===== src/rtl/multicycle_control_if.sv =====
// multicycle_control_if: bundle between the multi-cycle control FSM and the MIPS32 datapath.
//   i_opcode    [5:0]  IR[31:26], held stable by the IR after FETCH
//   i_mem_ready        memory completes the current access this cycle
//   o_ir_write, o_pc_write, o_i_or_d, o_mem_read, o_mem_write, o_mem_to_reg,
//   o_reg_dst, o_reg_write, o_ext_op, o_alu_src_a, o_beq, o_bne   datapath strobes/selects
//   o_alu_src_b [1:0]  00 B, 01 const 4, 10 ext imm, 11 ext imm<<2
//   o_alu_op    [1:0]  00 add, 01 sub, 10 funct, 11 immediate op by opcode
//   o_pc_src    [1:0]  00 ALU result, 01 ALUOut, 10 jump target
//   o_illegal, o_bus_error  sticky trap flags
//   slave modport: the control unit; master modport: the datapath side
interface multicycle_control_if;
    logic [5:0] i_opcode;
    logic       i_mem_ready;
    logic       o_ir_write;
    logic       o_pc_write;
    logic       o_i_or_d;
    logic       o_mem_read;
    logic       o_mem_write;
    logic       o_mem_to_reg;
    logic       o_reg_dst;
    logic       o_reg_write;
    logic       o_ext_op;
    logic       o_alu_src_a;
    logic       o_beq;
    logic       o_bne;
    logic [1:0] o_alu_src_b;
    logic [1:0] o_alu_op;
    logic [1:0] o_pc_src;
    logic       o_illegal;
    logic       o_bus_error;

    modport slave (
        input  i_opcode, i_mem_ready,
        output o_ir_write, o_pc_write, o_i_or_d, o_mem_read, o_mem_write, o_mem_to_reg,
               o_reg_dst, o_reg_write, o_ext_op, o_alu_src_a, o_beq, o_bne,
               o_alu_src_b, o_alu_op, o_pc_src, o_illegal, o_bus_error
    );

    modport master (
        output i_opcode, i_mem_ready,
        input  o_ir_write, o_pc_write, o_i_or_d, o_mem_read, o_mem_write, o_mem_to_reg,
               o_reg_dst, o_reg_write, o_ext_op, o_alu_src_a, o_beq, o_bne,
               o_alu_src_b, o_alu_op, o_pc_src, o_illegal, o_bus_error
    );
endinterface


===== src/rtl/multicycle_control.sv =====
// multicycle_control: Moore FSM sequencing fetch/decode/execute/memory/write-back with memory-ready stalls and traps.
//   clk     rising-edge clock
//   rst_n   asynchronous active-low reset
//   bus     multicycle_control_if.slave: opcode and mem_ready in, datapath controls and trap flags out
//   TIMEOUT max consecutive wait cycles with mem_ready low before a bus error (0 disables)
//   CNT_W   wait counter width, 2**CNT_W > TIMEOUT
module multicycle_control #(
    parameter int TIMEOUT = 15,
    parameter int CNT_W   = 4
) (
    input logic               clk,
    input logic               rst_n,
    multicycle_control_if.slave bus
);
    typedef enum logic [3:0] {
        FETCH, DECODE, EXEC_R, EXEC_I, MEM_ADDR, MEM_RD, MEM_WR,
        WB_R, WB_I, WB_MEM, BRANCH, JUMP, TRAP
    } state_t;

    localparam logic [5:0] OP_RTYPE = 6'b000000;
    localparam logic [5:0] OP_ADDI  = 6'b001000;
    localparam logic [5:0] OP_SLTI  = 6'b001010;
    localparam logic [5:0] OP_ANDI  = 6'b001100;
    localparam logic [5:0] OP_ORI   = 6'b001101;
    localparam logic [5:0] OP_XORI  = 6'b001110;
    localparam logic [5:0] OP_LW    = 6'b100011;
    localparam logic [5:0] OP_SW    = 6'b101011;
    localparam logic [5:0] OP_BEQ   = 6'b000100;
    localparam logic [5:0] OP_BNE   = 6'b000101;
    localparam logic [5:0] OP_J     = 6'b000010;

    state_t             r_state;
    state_t             w_next;
    state_t             w_dec;
    logic [CNT_W-1:0]   r_cnt;
    logic [CNT_W-1:0]   w_cnt_next;
    logic               r_illegal;
    logic               r_bus_error;
    logic               w_legal;
    logic               w_ext;
    logic               w_wait;
    logic               w_stall;
    logic               w_timeout;
    logic               w_exec;

    // Opcode decode: target state, legality and sign/zero extension choice.
    always_comb begin
        w_dec   = TRAP;
        w_legal = 1'b1;
        w_ext   = 1'b0;
        case (bus.i_opcode)
            OP_RTYPE:                 w_dec = EXEC_R;
            OP_ADDI, OP_SLTI: begin
                w_dec = EXEC_I;
                w_ext = 1'b1;
            end
            OP_ANDI, OP_ORI, OP_XORI: w_dec = EXEC_I;
            OP_LW, OP_SW: begin
                w_dec = MEM_ADDR;
                w_ext = 1'b1;
            end
            OP_BEQ, OP_BNE: begin
                w_dec = BRANCH;
                w_ext = 1'b1;
            end
            OP_J:                     w_dec = JUMP;
            default:                  w_legal = 1'b0;
        endcase
    end

    assign w_wait    = (r_state == FETCH) || (r_state == MEM_RD) || (r_state == MEM_WR);
    assign w_stall   = w_wait && !bus.i_mem_ready;
    // A ready arriving in the cycle the count sits at TIMEOUT still completes the access.
    assign w_timeout = (TIMEOUT > 0) && w_stall && (r_cnt == CNT_W'(TIMEOUT));
    assign w_exec    = (r_state != FETCH) && (r_state != DECODE) && (r_state != TRAP);

    always_comb begin
        w_next = r_state;
        case (r_state)
            FETCH:    w_next = w_timeout ? TRAP : bus.i_mem_ready ? DECODE : FETCH;
            DECODE:   w_next = w_dec;
            EXEC_R:   w_next = WB_R;
            EXEC_I:   w_next = WB_I;
            MEM_ADDR: w_next = (bus.i_opcode == OP_LW) ? MEM_RD : MEM_WR;
            MEM_RD:   w_next = w_timeout ? TRAP : bus.i_mem_ready ? WB_MEM : MEM_RD;
            MEM_WR:   w_next = w_timeout ? TRAP : bus.i_mem_ready ? FETCH : MEM_WR;
            WB_R, WB_I, WB_MEM, BRANCH, JUMP: w_next = FETCH;
            TRAP:     w_next = TRAP;
            default:  w_next = FETCH;
        endcase
    end

    assign w_cnt_next = (w_next != r_state) ? '0 : w_stall ? r_cnt + CNT_W'(1) : r_cnt;

    always_ff @(posedge clk or negedge rst_n) begin
        if (!rst_n) begin
            r_state     <= FETCH;
            r_cnt       <= '0;
            r_illegal   <= 1'b0;
            r_bus_error <= 1'b0;
        end else begin
            r_state     <= w_next;
            r_cnt       <= w_cnt_next;
            r_illegal   <= r_illegal | ((r_state == DECODE) && !w_legal);
            r_bus_error <= r_bus_error | w_timeout;
        end
    end

    // Moore outputs; only the FETCH write strobes look at mem_ready, and they are
    // also masked by reset so nothing is written while rst_n is low.
    always_comb begin
        bus.o_ir_write   = 1'b0;
        bus.o_pc_write   = 1'b0;
        bus.o_i_or_d     = 1'b0;
        bus.o_mem_read   = 1'b0;
        bus.o_mem_write  = 1'b0;
        bus.o_mem_to_reg = 1'b0;
        bus.o_reg_dst    = 1'b0;
        bus.o_reg_write  = 1'b0;
        bus.o_alu_src_a  = 1'b0;
        bus.o_beq        = 1'b0;
        bus.o_bne        = 1'b0;
        bus.o_alu_src_b  = 2'b00;
        bus.o_alu_op     = 2'b00;
        bus.o_pc_src     = 2'b00;
        bus.o_ext_op     = (r_state == DECODE) || (w_exec && w_ext);
        case (r_state)
            FETCH: begin
                bus.o_mem_read  = 1'b1;
                bus.o_alu_src_b = 2'b01;
                bus.o_ir_write  = bus.i_mem_ready && rst_n;
                bus.o_pc_write  = bus.i_mem_ready && rst_n;
            end
            DECODE:   bus.o_alu_src_b = 2'b11;
            EXEC_R: begin
                bus.o_alu_src_a = 1'b1;
                bus.o_alu_op    = 2'b10;
            end
            EXEC_I: begin
                bus.o_alu_src_a = 1'b1;
                bus.o_alu_src_b = 2'b10;
                bus.o_alu_op    = 2'b11;
            end
            MEM_ADDR: begin
                bus.o_alu_src_a = 1'b1;
                bus.o_alu_src_b = 2'b10;
            end
            MEM_RD: begin
                bus.o_mem_read = 1'b1;
                bus.o_i_or_d   = 1'b1;
            end
            MEM_WR: begin
                bus.o_mem_write = 1'b1;
                bus.o_i_or_d    = 1'b1;
            end
            WB_R: begin
                bus.o_reg_write = 1'b1;
                bus.o_reg_dst   = 1'b1;
            end
            WB_I:     bus.o_reg_write = 1'b1;
            WB_MEM: begin
                bus.o_reg_write  = 1'b1;
                bus.o_mem_to_reg = 1'b1;
            end
            BRANCH: begin
                bus.o_alu_src_a = 1'b1;
                bus.o_alu_op    = 2'b01;
                bus.o_pc_src    = 2'b01;
                bus.o_beq       = (bus.i_opcode == OP_BEQ);
                bus.o_bne       = (bus.i_opcode == OP_BNE);
            end
            JUMP: begin
                bus.o_pc_write = 1'b1;
                bus.o_pc_src   = 2'b10;
            end
            default: ;
        endcase
    end

    assign bus.o_illegal   = r_illegal;
    assign bus.o_bus_error = r_bus_error;
endmodule

===== src/flat_wrapper.sv =====
// flat-port wrapper written by rule: the top's interface ports become plain ports
module multicycle_control_flat 
#(
    parameter int TIMEOUT = 15,
    parameter int CNT_W   = 4
)
  (clk, rst_n, bus_i_opcode, bus_i_mem_ready, bus_o_ir_write, bus_o_pc_write, bus_o_i_or_d, bus_o_mem_read, bus_o_mem_write, bus_o_mem_to_reg, bus_o_reg_dst, bus_o_reg_write, bus_o_ext_op, bus_o_alu_src_a, bus_o_beq, bus_o_bne, bus_o_alu_src_b, bus_o_alu_op, bus_o_pc_src, bus_o_illegal, bus_o_bus_error);
  multicycle_control_if bus_i ();
  input logic clk;
  input logic rst_n;
  input wire logic [$bits(bus_i.i_opcode)-1:0] bus_i_opcode;
  input wire logic [$bits(bus_i.i_mem_ready)-1:0] bus_i_mem_ready;
  output wire logic [$bits(bus_i.o_ir_write)-1:0] bus_o_ir_write;
  output wire logic [$bits(bus_i.o_pc_write)-1:0] bus_o_pc_write;
  output wire logic [$bits(bus_i.o_i_or_d)-1:0] bus_o_i_or_d;
  output wire logic [$bits(bus_i.o_mem_read)-1:0] bus_o_mem_read;
  output wire logic [$bits(bus_i.o_mem_write)-1:0] bus_o_mem_write;
  output wire logic [$bits(bus_i.o_mem_to_reg)-1:0] bus_o_mem_to_reg;
  output wire logic [$bits(bus_i.o_reg_dst)-1:0] bus_o_reg_dst;
  output wire logic [$bits(bus_i.o_reg_write)-1:0] bus_o_reg_write;
  output wire logic [$bits(bus_i.o_ext_op)-1:0] bus_o_ext_op;
  output wire logic [$bits(bus_i.o_alu_src_a)-1:0] bus_o_alu_src_a;
  output wire logic [$bits(bus_i.o_beq)-1:0] bus_o_beq;
  output wire logic [$bits(bus_i.o_bne)-1:0] bus_o_bne;
  output wire logic [$bits(bus_i.o_alu_src_b)-1:0] bus_o_alu_src_b;
  output wire logic [$bits(bus_i.o_alu_op)-1:0] bus_o_alu_op;
  output wire logic [$bits(bus_i.o_pc_src)-1:0] bus_o_pc_src;
  output wire logic [$bits(bus_i.o_illegal)-1:0] bus_o_illegal;
  output wire logic [$bits(bus_i.o_bus_error)-1:0] bus_o_bus_error;
  assign bus_i.i_opcode = bus_i_opcode;
  assign bus_i.i_mem_ready = bus_i_mem_ready;
  assign bus_o_ir_write = bus_i.o_ir_write;
  assign bus_o_pc_write = bus_i.o_pc_write;
  assign bus_o_i_or_d = bus_i.o_i_or_d;
  assign bus_o_mem_read = bus_i.o_mem_read;
  assign bus_o_mem_write = bus_i.o_mem_write;
  assign bus_o_mem_to_reg = bus_i.o_mem_to_reg;
  assign bus_o_reg_dst = bus_i.o_reg_dst;
  assign bus_o_reg_write = bus_i.o_reg_write;
  assign bus_o_ext_op = bus_i.o_ext_op;
  assign bus_o_alu_src_a = bus_i.o_alu_src_a;
  assign bus_o_beq = bus_i.o_beq;
  assign bus_o_bne = bus_i.o_bne;
  assign bus_o_alu_src_b = bus_i.o_alu_src_b;
  assign bus_o_alu_op = bus_i.o_alu_op;
  assign bus_o_pc_src = bus_i.o_pc_src;
  assign bus_o_illegal = bus_i.o_illegal;
  assign bus_o_bus_error = bus_i.o_bus_error;
  multicycle_control #(.TIMEOUT(TIMEOUT), .CNT_W(CNT_W)) u_core (.clk(clk), .rst_n(rst_n), .bus(bus_i));
endmodule

===== config.mk =====
export PLATFORM = sky130hd
export DESIGN_NAME = multicycle_control_flat
export DESIGN_NICKNAME = d
export VERILOG_FILES = /design/src/rtl/multicycle_control_if.sv /design/src/rtl/multicycle_control.sv /design/src/flat_wrapper.sv
export SDC_FILE = /design/constraint.sdc
export NUM_CORES = 1
export LEC_CHECK = 0
export CAP_MARGIN = 20
export CORE_MARGIN = 5
export CORE_UTILIZATION = 47
export DETAILED_ROUTE_END_ITERATION = 7
export GPL_TIMING_DRIVEN = 1
export PLACE_DENSITY = 0.79
export REMOVE_ABC_BUFFERS = 1
export SETUP_SLACK_MARGIN = 0.2
export SYNTH_ARGS = -nofsm -noshare
export SYNTH_HDL_FRONTEND = slang
export SYNTH_SLANG_ARGS = --single-unit

===== constraint.sdc =====
create_clock -name clk -period 2.55 [get_ports clk]
set_clock_uncertainty 0.15 [all_clocks]
set_input_delay 0.3825 -clock clk [delete_from_list [all_inputs] [get_ports clk]]
set_output_delay 0.3825 -clock clk [all_outputs]
set_load 0.005 [all_outputs]

==> flow_summary.yaml <==
floorplan:
  die_x_um: 56.8
  die_area_sq_mm: 0.00322
  initial_core_util_pct: 47.9
  core_sq_mm: 0.00215
  rows: 17
  die_height_um: 56.8
  pin_count: 29
synth:
  yosysTopAreaCell: "dfrtp_1"
  synth_simple_gate_area_share_pct: 38.4
  synth_top_family_by_area: "simple AND/OR/NAND/NOR gates"
  synth_xor_area_share_pct: 4.26
  ys_types: 49
  seq_area_frac_synth_pct: 24.3
  synth_edf_count: 0
  syn_inst: 136
  yosys.area.top_type_share_pct: 24.3
  yosysMostFrequentCell: "nor2_1"
  synth_area_per_cell_sq_um: 7.56
  netlist_top_cells_count: "26 x nor2_1, 14 x nand2_1, 10 x dfrtp_1, 9 x a21oi_1, 9 x nand2b_1"
  ys_seq_elements: 10
  synthMuxAreaShare_pct: 0.973
  netlist_area_sq_mm: 0.00103
  synthAdderAreaFrac_pct: 2.19
  synth_compound_area_share_pct: 24.3
  ys_warn_count: 0
  synthArstFlopShare_pct: 100
  synth_ff_type: "dfrtp_1"
  synth_area_leaders: "dfrtp_1 24%, nor2_1 9.5%, nand2b_1 5.5%, nand2_1 5.1%, a21oi_1 4.4%"
timing:
  hold_viol: 0
  fin_crit_sh_pct: 91.5
  min_period_ns: 2.33
  setup_viol: 0
  maxSlewHeadroom_pct: 69.7
  fin_ws_ns: 0.217
  worst_pin_slew_ns: 0.444
  drv_slew: 0
  grt_setup_unrepaired: "yes"
  max_freq_mhz: 429
final_layout:
  nets: 191
  stdcell_area_sq_mm: 0.00154
  postLayoutCoreUtil_pct: 71.6
  drive_gt1_share_pct: 25.0
  antenna_cells: 0
  areaGrowthSynthToFinish_pct: 49.6
  final_cells: 208
drt:
  ant_nets: 0
  vias: 1202
  drt_iter0_drc: 28
  dr.pass1.iters: 6
  drc: 0
  viasPerCell: 5.78
  drt_wl_total_um: 3340
  wire_per_inst_um: 16.1
power:
  power_w: 0.00146
  power.switching_w: 0.000648
  powerDensity_mw_per_mm2: 949
  seqPwrFrac_pct: 18.1
  swShare_pct: 44.3
  pwr-share-clk_pct: 9.7
  internal-power_w: 0.000813
  vdd_drop_max_mv: 0.824
  leakagePower_nw: 0.700
  combPwrFrac_pct: 72.1
worst_setup_path:
  cp-end-kind: "output port"
  cpPeakStageDelay_ns: 0.51
  cp_slowest_cell: "clkdlybuf4s50_1"
  worstPathCellList: "or2_4 > nor2_2 > or2_1 > clkdlybuf4s50_1"
  crit_arrival_ns: 1.80
  critPathKind: "register to output port"
  cp.required_ns: 2.02
  path_max_fanout: 6
  cp_top_family: "simple AND/OR/NAND/NOR gates"
  cp_num_buf_inv: 1
  startpoint_type: "register"
clocking:
  worstSkewPairLatency_ns: 0.26
  hold_buffers: 0
  cts_tree: "built"
  htree_levels: 1
  cts.clk_slew.worst_paths_ns: 0.06
  root_buffer: "clkbuf_4"
  cts_max_path_buffers: 2
  cts_buffers: 3
  cts_num_sinks: 10
global_routing:
  grt_use_total_pct: 21.2
  grt_pass1_wl_um: 5430
  first_global_vias: 1193
  antenna_found_initial: 0
  grt_max_degree: 15
  grt-ovfl-total: 0
worst_hold_path:
  hp-class: "register to register"
place:
  dpl_worst_slack_ns: -0.0215
  place.gp.congestion: 0.855
  place_area_sq_mm: 0.00142
  placed_cells: 200
  numPortBuffers: 28
  dp_hpwl_um: 2490
flow_run:
  drv_cap: 0
outcome:
  status: "finished, final reports clean"
-- worst reg2reg max path, delay by kind of cell (launching register included) --
kind	cells	cell delay, ns
compound gates	3	0.64
fa+ha+maj	1	0.24
flops	1	0.41
simple gates	3	0.56
-- cell families after synthesis --
family	after synthesis
muxes	1
and+or+nand+nor	74
buffers and inverters	12
AOI/OAI and AO/OA	32
adders and majority gates	2
DFF	10
xor gates and xnor gates	5
-- sequential cells by signal, summed over array words and instances (netlist names) --
register,cells
u_core.bus.o_bus_error,1
u_core.bus.o_illegal,1
u_core.r_cnt,4
u_core.r_state,4
-- per-layer routing --
| layer | share of wire [%] | wire length, um | track usage [%] | vias to the layer above |
|---|---|---|---|---|
| li1 | - | - | - | 571 |
| met1 | 40 | 1350 | 24.8 | 567 |
| met2 | 51 | 1700 | 36.0 | 51 |
| met3 | 5.9 | 196 | 5.75 | 13 |
| met4 | 2.8 | 95 | 8.94 | 0 |
| met5 | 0 | 0 | 0 | - |
-- power by group through the flow --
| stage | Clock (W) | Combinational (W) | Sequential, W |
|---|---|---|---|
| finish | 0.000142 | 0.00105 | 0.000265 |
| global route | 0.000160 | 0.00113 | 0.000270 |
| CTS | 0.000149 | 0.00101 | 0.000249 |
| detailed placement | 0 | 0.000967 | 0.000255 |
| global placement | 0 | 0.000950 | 0.000256 |
| floorplan | 0 | 0.000530 | 0.000292 |
-- area by class of cell --
type / instances / area (sq um)
well taps: 28 / 35.0
inverters: 5 / 18.8
fillers: 163 / 609
clock buffers: 4 / 36.3
multi-input cells: 114 / 762
flip-flops and latches: 10 / 255
repair buffers: 47 / 432
-- per-stage QoR --
step,TNS [ns],hold slack [ns]
CTS,0,0.315
global route,0,0.341
detailed placement,-0.0215,0.304
finish,0,0.308
floorplan,0,-0.0631
global placement,0,0.288
-- cells in the final DEF (no fill, tap or decap), drive strengths merged, types with 2 or more instances in the layout --
master / count
a21boi: 2
or3: 2
buf: 19
clkbuf: 4
xnor2: 2
o21ai: 3
or2: 2
clkdlybuf4s50: 20
nor3: 4
nor2: 27
dlymetal6s2s: 4
o211ai: 2
and3: 2
o22ai: 2
nand3: 3
dlygate4sd2: 4
a21oi: 10
o32ai: 3
dfrtp: 10
nand2: 14
and2: 2
nand4b: 4
nand2b: 9
a21o: 2
xor2: 3
inv: 5
-- what timing repair did --
action                     in CTS  in global routing
gates resized for setup        10                 13
buffers inserted                3                  1
setup endpoints to repair       8                  6
-- path summary, 6_finish.rpt --
check                      cells past startpoint              startpoint  slack (ns)                     end
min in group asynchronous                      2                   rst_n        0.36    u_core.bus.o_illegal
max reg2reg                                    7         u_core.r_cnt[0]        0.48         u_core.r_cnt[2]
max in group asynchronous                      2                   rst_n        1.73       u_core.r_state[3]
max                                            4       u_core.r_state[3]        0.22          bus_o_pc_write
min reg2reg                                    1  u_core.bus.o_bus_error        0.31  u_core.bus.o_bus_error
min                                            1  u_core.bus.o_bus_error        0.31  u_core.bus.o_bus_error
No activity file was read; power rests on OpenSTA's default activity.
